**src/rtl/button_conditioner.sv**
```systemverilog
// Four-channel button front end: 2-flop sync, counter debounce, one-hot press pulse.
// Optional BUTTON_CONDITIONER_RELEASE_PULSE_EN adds a per-channel btn_release pulse output.
module button_conditioner #(
  parameter int NUM_BTN         = 4,
  parameter int DEBOUNCE_CYCLES = 50000,
  parameter int CNT_W           = 16
) (
  input  logic               clk,
  input  logic               rst,
  input  logic [NUM_BTN-1:0] btn_in,
  output logic [NUM_BTN-1:0] btn_level,
  output logic [NUM_BTN-1:0] btn_pulse,
  output logic               any_pulse,
  output logic               multi_press
`ifdef BUTTON_CONDITIONER_RELEASE_PULSE_EN
  ,
  output logic [NUM_BTN-1:0] btn_release
`endif
);

  localparam logic [CNT_W-1:0] CNT_MAX = CNT_W'(DEBOUNCE_CYCLES - 1);

  logic [NUM_BTN-1:0] sync1_q, sync2_q;
  logic [CNT_W-1:0]   cnt_q [NUM_BTN];
  logic [CNT_W-1:0]   cnt_d [NUM_BTN];
  logic [NUM_BTN-1:0] level_q, level_d;
  logic [NUM_BTN-1:0] raw_press;
  logic [NUM_BTN-1:0] pulse_q, pulse_d;
  logic               any_q;
  logic               multi_q, multi_d;
  logic               seen;

  always_comb begin
    level_d   = level_q;
    raw_press = '0;
    seen      = 1'b0;
    multi_d   = 1'b0;
    for (int unsigned i = 0; i < NUM_BTN; i++) begin
      cnt_d[i] = '0;
      if (sync2_q[i] != level_q[i]) begin
        if (cnt_q[i] == CNT_MAX) level_d[i] = sync2_q[i];
        else                     cnt_d[i]   = cnt_q[i] + CNT_W'(1);
      end
    end
    raw_press = level_d & ~level_q;
    // Two or more simultaneous qualifications suppress the pulse entirely.
    for (int unsigned i = 0; i < NUM_BTN; i++) begin
      if (raw_press[i]) begin
        if (seen) multi_d = 1'b1;
        seen = 1'b1;
      end
    end
    pulse_d = multi_d ? '0 : raw_press;
  end

  always_ff @(posedge clk) begin
    if (rst) begin
      sync1_q <= '0;
      sync2_q <= '0;
      level_q <= '0;
      pulse_q <= '0;
      any_q   <= 1'b0;
      multi_q <= 1'b0;
      for (int unsigned i = 0; i < NUM_BTN; i++) cnt_q[i] <= '0;
    end else begin
      sync1_q <= btn_in;
      sync2_q <= sync1_q;
      level_q <= level_d;
      pulse_q <= pulse_d;
      any_q   <= |pulse_d;
      multi_q <= multi_d;
      for (int unsigned i = 0; i < NUM_BTN; i++) cnt_q[i] <= cnt_d[i];
    end
  end

  assign btn_level   = level_q;
  assign btn_pulse   = pulse_q;
  assign any_pulse   = any_q;
  assign multi_press = multi_q;

`ifdef BUTTON_CONDITIONER_RELEASE_PULSE_EN
  logic [NUM_BTN-1:0] release_q;

  always_ff @(posedge clk) begin
    if (rst) release_q <= '0;
    else     release_q <= level_q & ~level_d;
  end

  assign btn_release = release_q;
`else
  // Release edges are not tracked in this build.
`endif

endmodule
```
**config.mk**
```make
export PLATFORM = sky130hd
export DESIGN_NAME = button_conditioner
export DESIGN_NICKNAME = d
export VERILOG_FILES = /design/src/rtl/button_conditioner.sv
export SDC_FILE = /design/constraint.sdc
export NUM_CORES = 1
export LEC_CHECK = 0
export ABC_AREA = 1
export CORE_MARGIN = 2
export CORE_UTILIZATION = 30
export CTS_CLUSTER_SIZE = 25
export DETAILED_ROUTE_END_ITERATION = 12
export GPL_TIMING_DRIVEN = 0
export PLACE_DENSITY = 0.48
export SLEW_MARGIN = 40
export SYNTH_ARGS = -nofsm -noshare
export SYNTH_HDL_FRONTEND = slang
export SYNTH_SLANG_ARGS = --single-unit
```
**constraint.sdc**
```tcl
create_clock -name clk -period 3.4 [get_ports clk]
set_input_delay 0.85 -clock clk [delete_from_list [all_inputs] [get_ports clk]]
set_output_delay 0.85 -clock clk [all_outputs]
set_load 0.1 [all_outputs]
```
# After elaboration in Yosys (flattened, before gate mapping)
# Memory sizes are Yosys's and may differ from the RTL's.
# Cells that the tools add are included.
# totals
word_cells	59
mem_bits_rw	64
output_inout_bits	10
in_bits	6
ff_bits	18
n_memories	1
# op_classes
muxes	33
n_bitwise	6
n_addsub	4
n_reduce_logical	1
eq_ne	8
# mem_list
memory	depth	width	rd	rd_ports_with_merged_regs	write_ports	line_no	rtl
cnt_q	4	16	4	0	4	24	logic [CNT_W-1:0] cnt_q [NUM_BTN];
# op_table
cell	count
two-way mux 16 bit	12
adder 16 x 1 -> 16 bit, second input constant	4
equality test 16 bit, second input constant	4
two-way mux 1 bit	20
AND 4 bit	1
two-way mux 4 bit	1
inequality test 1 bit	4
NOT 4 bit	1
OR 1 bit	4
OR reduction 4 bit	1

# Longest topological paths before layout
# depth
depth_word	13
ltp_mapped	12
mapped_depth_nobuf	12

# Worst setup path after synthesis
# OpenSTA, ideal clock, no wires.
# synth_timing
path_type	register to register
startpoint	register level_q[2], in the netlist btn_level[2]
endpoint	memory cnt_q[2][7]
t_required_ns	3.322
slack_ns	1.492
arrival_ns	1.831
n_path_buf	1
setup_time_ns	0.078
path_stages_with_launch	6
synth_period_minus_slack_ns	1.908
cell_sequence	dfxtp_1 -> o21ai_0 -> a21oi_1 -> nand2_2 -> buf_4 -> nor3_1
# synth_lines
item	line_no	rtl
start: declaration	26	logic [NUM_BTN-1:0] level_q, level_d;
start signal: assignment	68	level_q <= level_d;
end: declaration	24	

# Worst setup path in the final report
# layout_timing
startpoint	register level_q[2], in the netlist btn_level[2]
endpoint	output btn_level[2]
# layout_lines
item	line_no	rtl
end: declaration	11	output logic [NUM_BTN-1:0] btn_level,
# No word-level cell between the ends.

==> flow_metrics.py <==
metrics = {
    "synth": {
        "synthArstFlopShare_pct": 0,
        "synth.yosys.warnings": 0,
        "mappedNetlistArea_sq_um": 3884,
        "synth.largest_area_cell": "sky130_fd_sc_hd__dfxtp_1",
        "syn_area_per_cell_sq_um": 7.600,
        "synthCells": 511,
        "yosysSeqAreaShare_pct": 42.27,
        "ys_seq_elements": 82,
        "postSynthNetCount": 521,
        "count_of_flip_flops_with_a_built_in_enable_after_synthesis": 0,
        "yosysTopAreaCellShare_pct": 42.27,
        "synth_cell_type_count": 41,
        "dominant_register_cell_in_the_synthesized_netlist": "sky130_fd_sc_hd__dfxtp_1",
        "post_synth_main_area_contributors": "sky130_fd_sc_hd__dfxtp_1 (42%), sky130_fd_sc_hd__nor2_1 (7.2%), sky130_fd_sc_hd__nand2_1 (6.7%)",
    },
    "layout": {
        "drive_gt1_share_pct": 18.00,
        "diodes": 0,
        "utilization_pct": 35.51,
        "finish.net_count": 546,
        "syn2layout_area_growth_pct": 15.40,
    },
    "floorplanning": {
        "fp-row-count": 41,
        "core_area_sq_um": 12620,
        "effective_utilization_at_floorplan_pct": 30.78,
        "die-area_sq_um": 13870,
        "fp.dieW_um": 117.8,
        "ios": 16,
        "die-height_um": 117.8,
    },
    "detailed_routing": {
        "dr_total_vias": 3180,
        "drt-wirelength-per-cell_um": 10.61,
        "ant_nets": 0,
        "total_routed_wire_length_on_the_met1_layer_mm": 3.773,
        "met3RoutedLength_um": 234,
        "detailedRoute.firstPassIterationCount": 4,
        "drc": 0,
        "wl_met2_mm": 3.370,
        "first_iter_violations": 132,
        "top_signal_layer_used": "met4",
        "detail_route.wirelength_mm": 7.541,
        "vias_per_cell": 4.473,
    },
    "global_routing": {
        "first_global_vias": 3047,
        "groute.usage.overall_pct": 11.71,
        "grt_start_max_net_pins": 13,
        "globalRoute.totalOverflow": 0,
        "grt_first_pass_wirelength_mm": 13.37,
        "grt_antenna_before_repair": 0,
    },
    "worst_setup_path": {
        "crit_fanout": 6,
        "start_kind": "flip-flop",
        "timing.critical_path.to_type": "output pin",
        "critPathSlowestCell": "sky130_fd_sc_hd__buf_2",
        "timing.critical_path.arrival_ns": 1.30,
        "cell_class_contributing_the_biggest_share_of_worst_path_delay": "buffers and inverters",
        "timing.critical_path.slowest_cell_delay_ns": 0.49,
        "cp_num_buf_inv": 1,
        "path_class": "reg2out",
        "critPathRequiredTime_ns": 2.55,
        "cells_along_the_critical_path": "buf_2",
    },
    "power_and_ir_drop": {
        "p_leak_nw": 1.614,
        "power_density_nw_per_um2": 439.5,
        "post-layout-total-power_w": 0.001970,
        "ir_drop_v": 0.0002216,
    },
    "clocking": {
        "tritoncts_clock_tree": "yes",
        "clock_sink_count": 82,
        "htreeDepth": 3,
        "clock_path_buffers": 2,
        "clk_root_buffer_cell": "sky130_fd_sc_hd__clkbuf_16",
        "cts_buffers": 9,
        "cts-hold-fix-buffers": 0,
        "gates_resized_cts_repair": 0,
        "clk_latency_ns": 0.34,
        "cts.repair_timing.setup_buffer_count": 0,
        "clk_pin_slew_ns": 0.06,
    },
    "timing": {
        "final.min_clock_period_ns": 2.153,
        "grt_setup_unrepaired": "no",
        "hold_slack_ns": 0.3920,
        "worst_slew_margin_rel_pct": 67.08,
        "fmax_ghz": 0.4644,
        "skew_ns": 0.007722,
        "fin_crit_sh_pct": 63.33,
        "final_max_slew_viol_count": 0,
        "number_of_endpoints_failing_setup_at_the_final_stage": 0,
        "final_hold_viol_count": 0,
        "transition_at_the_pin_with_the_smallest_max_transition_slack_ns": 0.4972,
        "setup-tns-final_ns": 0,
    },
    "place": {
        "gpl.final_weighted_congestion": 0.8174,
        "detailedPlacementHpwl_mm": 5.699,
        "placement.io_buffers": 14,
    },
    "worst_hold_path": {
        "hold_path.class": "reg2reg",
    },
    "outcome": {
        "status": "complete, no violations",
    },
    "job": {
        "cap_violations": 0,
    },
}
## placed cells by master (no fill, tap or decap), types with 3 or more instances in the layout
cell                              instances
sky130_fd_sc_hd__o21ai_1                  3
sky130_fd_sc_hd__nand3_2                  7
sky130_fd_sc_hd__dfxtp_1                 82
sky130_fd_sc_hd__nor3_2                   5
sky130_fd_sc_hd__buf_2                   11
sky130_fd_sc_hd__o21ai_0                 10
sky130_fd_sc_hd__clkbuf_16                9
sky130_fd_sc_hd__nor3b_2                  3
sky130_fd_sc_hd__inv_1                   62
sky130_fd_sc_hd__nor3_1                  23
sky130_fd_sc_hd__nor2_1                  75
sky130_fd_sc_hd__nand2_1                 69
sky130_fd_sc_hd__nor3_4                   3
sky130_fd_sc_hd__nor2_4                   4
sky130_fd_sc_hd__nor3b_1                  6
sky130_fd_sc_hd__clkdlybuf4s50_1          4
sky130_fd_sc_hd__a21oi_1                 32
sky130_fd_sc_hd__nand4_1                 15
sky130_fd_sc_hd__inv_2                   12
sky130_fd_sc_hd__nand2_2                 14
sky130_fd_sc_hd__nand3_1                 21
sky130_fd_sc_hd__o21a_1                   4
sky130_fd_sc_hd__a31oi_1                  3
sky130_fd_sc_hd__xnor2_1                  6
sky130_fd_sc_hd__nor2_2                  15
sky130_fd_sc_hd__xor2_1                   8
sky130_fd_sc_hd__ha_1                     4
## sequential cells by signal (all words and copies together), names as in the netlist
register / count
btn_level: 4
multi_press: 1
sync1_q: 4
cnt_q: 64
btn_pulse: 4
sync2_q: 4
any_pulse: 1
## metrics by stage
stage                     worst slack (ns)  cell area [sq um]  std cells
after floorplan                      1.492               3884        511
after global placement              0.8847               4239        697
after detailed placement             1.385               4189        697
after CTS                            1.215               4482        711
after global routing                 1.207               4482        711
final                                1.247               4482        711
## cell usage after synthesis, types with 3 or more instances
library cell,count
sky130_fd_sc_hd__nand3_1,21
sky130_fd_sc_hd__dfxtp_1,82
sky130_fd_sc_hd__nor3_1,23
sky130_fd_sc_hd__xnor2_1,6
sky130_fd_sc_hd__nand2_1,69
sky130_fd_sc_hd__nand2_2,14
sky130_fd_sc_hd__nand4_1,15
sky130_fd_sc_hd__inv_2,12
sky130_fd_sc_hd__o21ai_1,3
sky130_fd_sc_hd__nor2_1,75
sky130_fd_sc_hd__nor3_2,5
sky130_fd_sc_hd__nor3b_1,6
sky130_fd_sc_hd__nor2_2,15
sky130_fd_sc_hd__a21oi_1,32
sky130_fd_sc_hd__inv_1,62
sky130_fd_sc_hd__nand3_2,7
sky130_fd_sc_hd__nor2_4,4
sky130_fd_sc_hd__nor3b_2,3
sky130_fd_sc_hd__ha_1,4
sky130_fd_sc_hd__xor2_1,8
sky130_fd_sc_hd__o21ai_0,10
sky130_fd_sc_hd__nor3_4,3
sky130_fd_sc_hd__o21a_1,4
sky130_fd_sc_hd__a31oi_1,3
## logic make-up after synthesis
group / count (synthesis) / synth area share (%)
xor+xnor: 14 / 3.157
compound gates: 57 / 8.054
flops: 82 / 42.27
fa+ha+maj: 4 / 1.289
simple gates: 271 / 36.47
buf+inv: 83 / 8.762
## path summary, 6_finish.rpt
| kind | slack [ns] | to | cells past startpoint | startpoint |
|---|---|---|---|---|
| setup reg to reg | 1.72 | cnt_q[0][12] | 10 | cnt_q[0][0] |
| setup / recovery | 1.25 | btn_level[2] | 1 | btn_level[2] |
| hold reg to reg | 0.39 | sync2_q[3] | 2 | sync1_q[3] |
| hold / removal | 0.39 | sync2_q[3] | 2 | sync1_q[3] |
## worst reg2reg max path: cells and delay by family (launching register included)
| kind | cells | cell delay [ns] |
|---|---|---|
| AOI/OAI and AO/OA | 2 | 0.17 |
| and+or+nand+nor | 6 | 0.79 |
| buffers and inverters | 1 | 0.07 |
| adders and majority gates | 1 | 0.19 |
| DFF | 1 | 0.35 |
## cell type report
cell class	count	area, sq um
sequential	82	1642
tap	172	215.2
timing repair buffer	14	90.09
inverter	77	294.0
fill	1357	8138
multi-input combinational	346	1902
buffer	6	46.29
clock buffer	11	252.7
clock inverter	3	40.04
## metal layers
metal  up-vias  track usage (%)
met5         -                0
met4         0            5.422
met3        14            2.665
met2        49            19.08
met1      1419            14.69
li1       1698                -
## report_power, final
part	internal, W	switching (W)	total [W]
Combinational	0.0000120	0.0000174	0.0000294
Clock	0.000598	0.000372	0.000970
Sequential	0.000967	0.00000350	0.000970
Total	0.00158	0.000393	0.00197
Power figures use the tool's default switching activity.
